$ cat config.mk
export PLATFORM = sky130hd
export DESIGN_NAME = if_id_hazard_controller
export DESIGN_NICKNAME = d
export VERILOG_FILES = /design/src/rtl/if_id_hazard_controller.sv
export SDC_FILE = /design/constraint.sdc
export NUM_CORES = 1
export LEC_CHECK = 0
export CELL_PAD_IN_SITES_DETAIL_PLACEMENT = 2
export CELL_PAD_IN_SITES_GLOBAL_PLACEMENT = 2
export CORE_ASPECT_RATIO = 2
export CORE_MARGIN = 2
export CORE_UTILIZATION = 21
export DETAILED_ROUTE_END_ITERATION = 6
export HOLD_SLACK_MARGIN = 0.05
export PLACE_DENSITY_LB_ADDON = 0.1
export SLEW_MARGIN = 0
export SYNTH_ARGS = -nofsm -noshare
export SYNTH_HDL_FRONTEND = slang
export SYNTH_SLANG_ARGS = --single-unit
$ cat constraint.sdc
create_clock -name Clk -period 3.9 [get_ports Clk]
set_clock_uncertainty 0.05 [all_clocks]
set_input_delay 0.78 -clock Clk [delete_from_list [all_inputs] [get_ports Clk]]
set_output_delay 0.78 -clock Clk [all_outputs]
set_load 0.05 [all_outputs]
$ cat src/rtl/if_id_hazard_controller.sv
// IF/ID hazard sequencing: stall/flush/advance of IF/ID and PC, ID/EX bubble, stall-cycle counter.
// Optional MDU HI/LO interlock counter is built only when HAZARD_MDU_INTERLOCK_EN is defined.
module if_id_hazard_controller #(
    parameter int MDU_LATENCY = 4
) (
    input  logic        Clk,
    input  logic        Reset,
    input  logic [31:0] ifidInstr,
    input  logic        idexRegWrite,
    input  logic        idexMemRead,
    input  logic [4:0]  idexRd,
    input  logic        exmemMemRead,
    input  logic [4:0]  exmemRd,
    input  logic        branchTaken,
    input  logic        jump,
    output logic        hazardIFDWrite,
    output logic        hazardIFFlush,
    output logic        hazardPCHold,
    output logic        hazardIDEXBubble,
    output logic [15:0] stallCycles
);

    logic [5:0] op;
    logic [5:0] funct;
    logic [4:0] rs;
    logic [4:0] rt;
    logic       is_nop;
    logic       uses_rs;
    logic       uses_rt;
    logic       is_branch;
    logic       is_mdu;
    logic       reads_hilo;
    logic       idex_match;
    logic       exmem_match;
    logic       load_use;
    logic       br_dep_ex;
    logic       br_dep_mem;
    logic       mdu_wait;
    logic       stall;
    logic [15:0] stall_cycles_q;
    logic [15:0] stall_cycles_d;
    logic        unused_fields;

    assign op    = ifidInstr[31:26];
    assign rs    = ifidInstr[25:21];
    assign rt    = ifidInstr[20:16];
    assign funct = ifidInstr[5:0];

    // rd and shamt never take part in hazard detection.
    assign unused_fields = ^ifidInstr[15:6];

    assign is_nop     = (ifidInstr == 32'd0);
    assign uses_rs    = !is_nop && (op != 6'd2) && (op != 6'd3);
    assign uses_rt    = !is_nop && ((op == 6'd0) || (op == 6'd4) || (op == 6'd5) || (op == 6'h2B));
    assign is_branch  = (op == 6'd1) || (op == 6'd4) || (op == 6'd5) || (op == 6'd6) || (op == 6'd7);
    assign is_mdu     = (op == 6'd0) && (funct >= 6'h18) && (funct <= 6'h1B);
    assign reads_hilo = (op == 6'd0) && ((funct == 6'h10) || (funct == 6'h12));

    // $0 is hardwired, so a write to it can never be a real dependency.
    assign idex_match  = (idexRd != 5'd0) &&
                         ((uses_rs && (rs == idexRd)) || (uses_rt && (rt == idexRd)));
    assign exmem_match = (exmemRd != 5'd0) &&
                         ((uses_rs && (rs == exmemRd)) || (uses_rt && (rt == exmemRd)));

    assign load_use   = idexMemRead & idex_match;
    assign br_dep_ex  = is_branch & idexRegWrite & idex_match;
    assign br_dep_mem = is_branch & exmemMemRead & exmem_match;

`ifdef HAZARD_MDU_INTERLOCK_EN
    logic [3:0] mdu_count_q;
    logic [3:0] mdu_count_d;

    assign mdu_wait = (reads_hilo | is_mdu) && (mdu_count_q != 4'd0);

    always_comb begin
        mdu_count_d = mdu_count_q;
        if (is_mdu && !stall) begin
            mdu_count_d = 4'(MDU_LATENCY);
        end else if (mdu_count_q != 4'd0) begin
            mdu_count_d = mdu_count_q - 4'd1;
        end
    end

    always_ff @(posedge Clk or posedge Reset) begin
        if (Reset) begin
            mdu_count_q <= 4'd0;
        end else begin
            mdu_count_q <= mdu_count_d;
        end
    end
`else
    logic unused_mdu;

    // Without the interlock, software pads HI/LO reads with nops.
    assign mdu_wait   = 1'b0;
    assign unused_mdu = ^{is_mdu, reads_hilo, 4'(MDU_LATENCY)};
`endif

    assign stall = load_use | br_dep_ex | br_dep_mem | mdu_wait;

    // A redirect seen during a stall is dropped; the branch re-resolves once ID advances.
    always_comb begin
        hazardIFDWrite   = 1'b0;
        hazardIFFlush    = 1'b0;
        hazardPCHold     = 1'b0;
        hazardIDEXBubble = 1'b0;
        if (Reset) begin
            hazardIFFlush = 1'b1;
        end else if (stall) begin
            hazardIFDWrite   = 1'b1;
            hazardPCHold     = 1'b1;
            hazardIDEXBubble = 1'b1;
        end else if (branchTaken || jump) begin
            hazardIFFlush = 1'b1;
        end
    end

    always_comb begin
        stall_cycles_d = stall_cycles_q;
        if (stall && (stall_cycles_q != 16'hFFFF)) begin
            stall_cycles_d = stall_cycles_q + 16'd1;
        end
    end

    always_ff @(posedge Clk or posedge Reset) begin
        if (Reset) begin
            stall_cycles_q <= 16'd0;
        end else begin
            stall_cycles_q <= stall_cycles_d;
        end
    end

    assign stallCycles = stall_cycles_q;

endmodule

==> reports/qor.csv <==
stage;metric;value;unit
cells_and_area;Syn-to-layout area delta;82.4;%
detailed_routing;Final Routed Wirelength;4400;um
critical_path;nature of the critical path endpoint;output pin;
yosys;area share of the leading cell type in the synthesized netlist;31.8;%
clock_tree;CTS Buffer Depth;2;
global_route;total overflow reported by the global router;0;
yosys;compound-gate portion of the synthesized area;8.14;%
critical_path;largest fanout on the critical path;4;
clock_tree;clock transition time at the flip-flop clock pins of the worst setup and hold paths;50;ps
place;area after detailed placement;2160;sq um
yosys;number of different library cells in the post-synthesis netlist;32;
sta;Final setup viols;0;
sta;fin. max-slew vios;0;
critical_path;CP Class;in -> out;
run_status;outcome;finished with violations;
sta;setup repair after global routing missed its margin;no;
hold_path;HP Class;reg -> reg;
cells_and_area;area taken by multi-input logic gates;860;sq um
sta;slew margin rel.;57.8;%
floorplanning;I/O Pins;69;
cells_and_area;filler cell count in the final layout;677;
critical_path;largest stage delay on the critical path;470;ps
yosys;dominant combinational cell family by area after synthesis;simple AND/OR/NAND/NOR gates;
yosys;XOR/XNOR Fraction of Synth Area;22.2;%
yosys;post-synth net total;187;
cells_and_area;number of flip-flops in the largest register;16;
critical_path;cell with the largest stage delay on the worst path;sky130_fd_sc_hd__a2111oi_4;
pwr;total power draw;0.614;mW
cells_and_area;register area;400;sq um
cells_and_area;area of all placed cells without fillers;2300;sq um
yosys;number of synthesized flops with an enable pin;0;
yosys;cell with the most instances after synthesis;sky130_fd_sc_hd__xor2_1;
detailed_routing;number of iterations in the first detailed-routing pass;6;
critical_path;slack of the worst reg-to-reg path;1830;ps
yosys;Post-Synth Simple-Gate Area;31.3;%
yosys;leading cell types by total area after synthesis;sky130_fd_sc_hd__dfrtp_1 (32%), sky130_fd_sc_hd__xor2_1 (15%), sky130_fd_sc_hd__xnor2_1 (7.6%), sky130_fd_sc_hd__nor3b_2 (4.0%), sky130_fd_sc_hd__nor2_1 (3.6%);
sta;total count of hold-check failures in the final report;0;
clock_tree;clock sinks;16;
global_route;initial antenna violation count;0;
critical_path;Crit path arrival time;2910;ps
cells_and_area;share of final-layout standard cells stronger than drive strength 1;17.9;%
floorplanning;horizontal die dimension;58.8;um
yosys;Avg Synthesized Cell Area;9.20;sq um
sta;Highest Clock Rate;267;MHz
run;total of max-cap violations;0;
critical_path;Critical Path RT;3070;ps
run_status;violated checks;DRC;
floorplanning;Std-Cell Core Area;5910;sq um
sta;transition time at the pin with the least slew margin;626;ps
clock_tree;hold buffer count at cts;0;
sta;final worst path period share;95.9;%
yosys;post-synth design cell area;1260;sq um
global_route;GRT Overall Usage;13.4;%
clock_tree;TritonCTS clock tree;done;
yosys;fraction of the mapped netlist area in adder cells;0.993;%
detailed_routing;Iteration-0 DRC Markers;17;
place;worst-case setup slack after placement;-54.8;ps
clock_tree;CTS root buf;sky130_fd_sc_hd__clkbuf_16;
cells_and_area;core occupancy in the finished layout;38.9;%
detailed_routing;average routed wire per standard cell;15.3;um
sta;Final Critical Period;3740;ps
place;gp weighted congestion;0.761;
pwr;reported leakage power;0.947;nW
critical_path;cell-by-cell trace of the critical path;clkdlybuf4s50_1 -> or4_4 -> o22ai_4 -> nand4_1 -> a2111oi_4 -> nor2_4 -> nor2_2 -> buf_6 -> buf_12;
place;DP Wirelength;3750;um
detailed_routing;DR DRC count;7;
detailed_routing;DR vias/cell;4.78;
yosys;Most used DFF post-synth;sky130_fd_sc_hd__dfrtp_1;
place;count of port buffers added during placement;68;
yosys;dominant cell type by area after synthesis;sky130_fd_sc_hd__dfrtp_1;
global_route;wire length of the first global-routing pass;7180;um
global_route;maximum number of pins on one net before global-route repair;17;
yosys;ys async rst share;100;%
yosys;flip-flop and latch count after synthesis;16;
yosys;number of cells produced by synthesis;137;
detailed_routing;vias after detailed routing;1371;
floorplanning;number of rows created at floorplan;40;
global_route;vias in the first global route;1505;
clock_tree;source-to-sink clock delay at the later pin of the worst-skew pair;250;ps
clock_tree;H-tree Lvls;1;
floorplanning;starting density of the core;21.3;%
yosys;leading cell types by count after synthesis;sky130_fd_sc_hd__xor2_1 (21), sky130_fd_sc_hd__dfrtp_1 (16), sky130_fd_sc_hd__nor2_1 (12);
pwr;VDD IR max;0.152;mV
critical_path;Worst Setup Start Kind;input port;
floorplanning;die height;114;um
yosys;mux contribution to synthesized area;3.48;%
cells_and_area;number of antenna repair diodes;0;
pwr;power density over cell area;267;nW/um^2
sta;final setup margin;161;ps
cells_and_area;number of nets in the layout;275;
yosys;yosys warns;0;
yosys;sequential share of the synthesized area;31.8;%
detailed_routing;number of routed nets with antenna violations;0;
floorplanning;die area;6670;sq um
clock_tree;number of buffers added by the clock tree synthesis step;3;
-- cell families (layout without fill, tap and decap cells) --
family	Yosys count	after routing
AOI/OAI and AO/OA	11	11
xor gates and xnor gates	32	32
muxes	4	4
DFF	16	16
adders and majority gates	1	1
buffers and inverters	5	92
and+or+nand+nor	68	68
-- metal layers --
metal  up-vias  global-route usage [%]  share of wire, %
met2        48                    22.5                49
met4         0                    1.36              0.23
li1        667                       -                 -
met3         2                    1.93               6.6
met5         -                       0                 0
met1       654                    18.6                44
-- path summary, 6_finish.rpt --
kind                                                  from                          end  depth (start not counted)
max in group asynchronous                            Reset  stallCycles[11]$_DFFE_PP0P_                          3
worst max-delay path                         ifidInstr[30]                 hazardPCHold                          9
worst min register to register  stallCycles[7]$_DFFE_PP0P_   stallCycles[7]$_DFFE_PP0P_                          1
worst max register to register  stallCycles[2]$_DFFE_PP0P_  stallCycles[14]$_DFFE_PP0P_                          6
min in group asynchronous                            Reset   stallCycles[7]$_DFFE_PP0P_                          3
worst min-delay path            stallCycles[7]$_DFFE_PP0P_   stallCycles[7]$_DFFE_PP0P_                          1
-- worst max-delay path: cells and delay by family --
kind            cells  cell delay [ps]
compound gates      2              600
buf+inv             3              730
simple gates        4              790
-- per-stage QoR --
step	TNS, ps	hold slack [ps]	instances
2_1_floorplan	0	652	137
3_3_place_gp	-13.9	425	281
3_5_place_dp	-189	430	281
4_1_cts	0	440	287
5_1_grt	0	465	287
6_report	0	433	287
-- report_power, final --
group | internal, mW | leakage [nW] | total (mW) | switching [mW]
combinational | 0.101 | 0.687 | 0.202 | 0.101
sequential | 0.177 | 0.216 | 0.189 | 0.0123
clock | 0.156 | 0.0442 | 0.223 | 0.0675
-- placed cells by master (no fill, tap or decap), types with 2 or more instances in the layout --
cell,count
sky130_fd_sc_hd__clkdlybuf4s50_1,61
sky130_fd_sc_hd__buf_12,4
sky130_fd_sc_hd__inv_1,3
sky130_fd_sc_hd__nor4_1,7
sky130_fd_sc_hd__nand2_1,9
sky130_fd_sc_hd__clkbuf_16,3
sky130_fd_sc_hd__nor3_1,6
sky130_fd_sc_hd__nor3_2,2
sky130_fd_sc_hd__nor2_2,2
sky130_fd_sc_hd__nand4_1,6
sky130_fd_sc_hd__o21ai_0,4
sky130_fd_sc_hd__nor3b_2,4
sky130_fd_sc_hd__nor2b_1,4
sky130_fd_sc_hd__a311oi_1,2
sky130_fd_sc_hd__xor2_1,21
sky130_fd_sc_hd__and2_1,2
sky130_fd_sc_hd__buf_4,16
sky130_fd_sc_hd__nand2b_1,2
sky130_fd_sc_hd__nor2_1,11
sky130_fd_sc_hd__dlymetal6s2s_1,3
sky130_fd_sc_hd__xnor2_1,11
sky130_fd_sc_hd__mux2_1,2
sky130_fd_sc_hd__dfrtp_1,16
sky130_fd_sc_hd__nand3_1,6
sky130_fd_sc_hd__or4_1,2
-- layout make-up --
class	count	share of cell area, %
multi-input combinational	116	37.4
sequential	16	17.4
timing repair buffer	85	37.4
inverter	3	0.490
tap	63	3.43
clock buffer	4	3.87
-- what timing repair did --
| item | in CTS | in global routing |
|---|---|---|
| gates resized for setup | 1 | 8 |
| pin swaps | 3 | 4 |
| setup endpoints to repair | 4 | 4 |
| buffers inserted | 2 | 0 |
No activity file was read; power rests on OpenSTA's default activity.
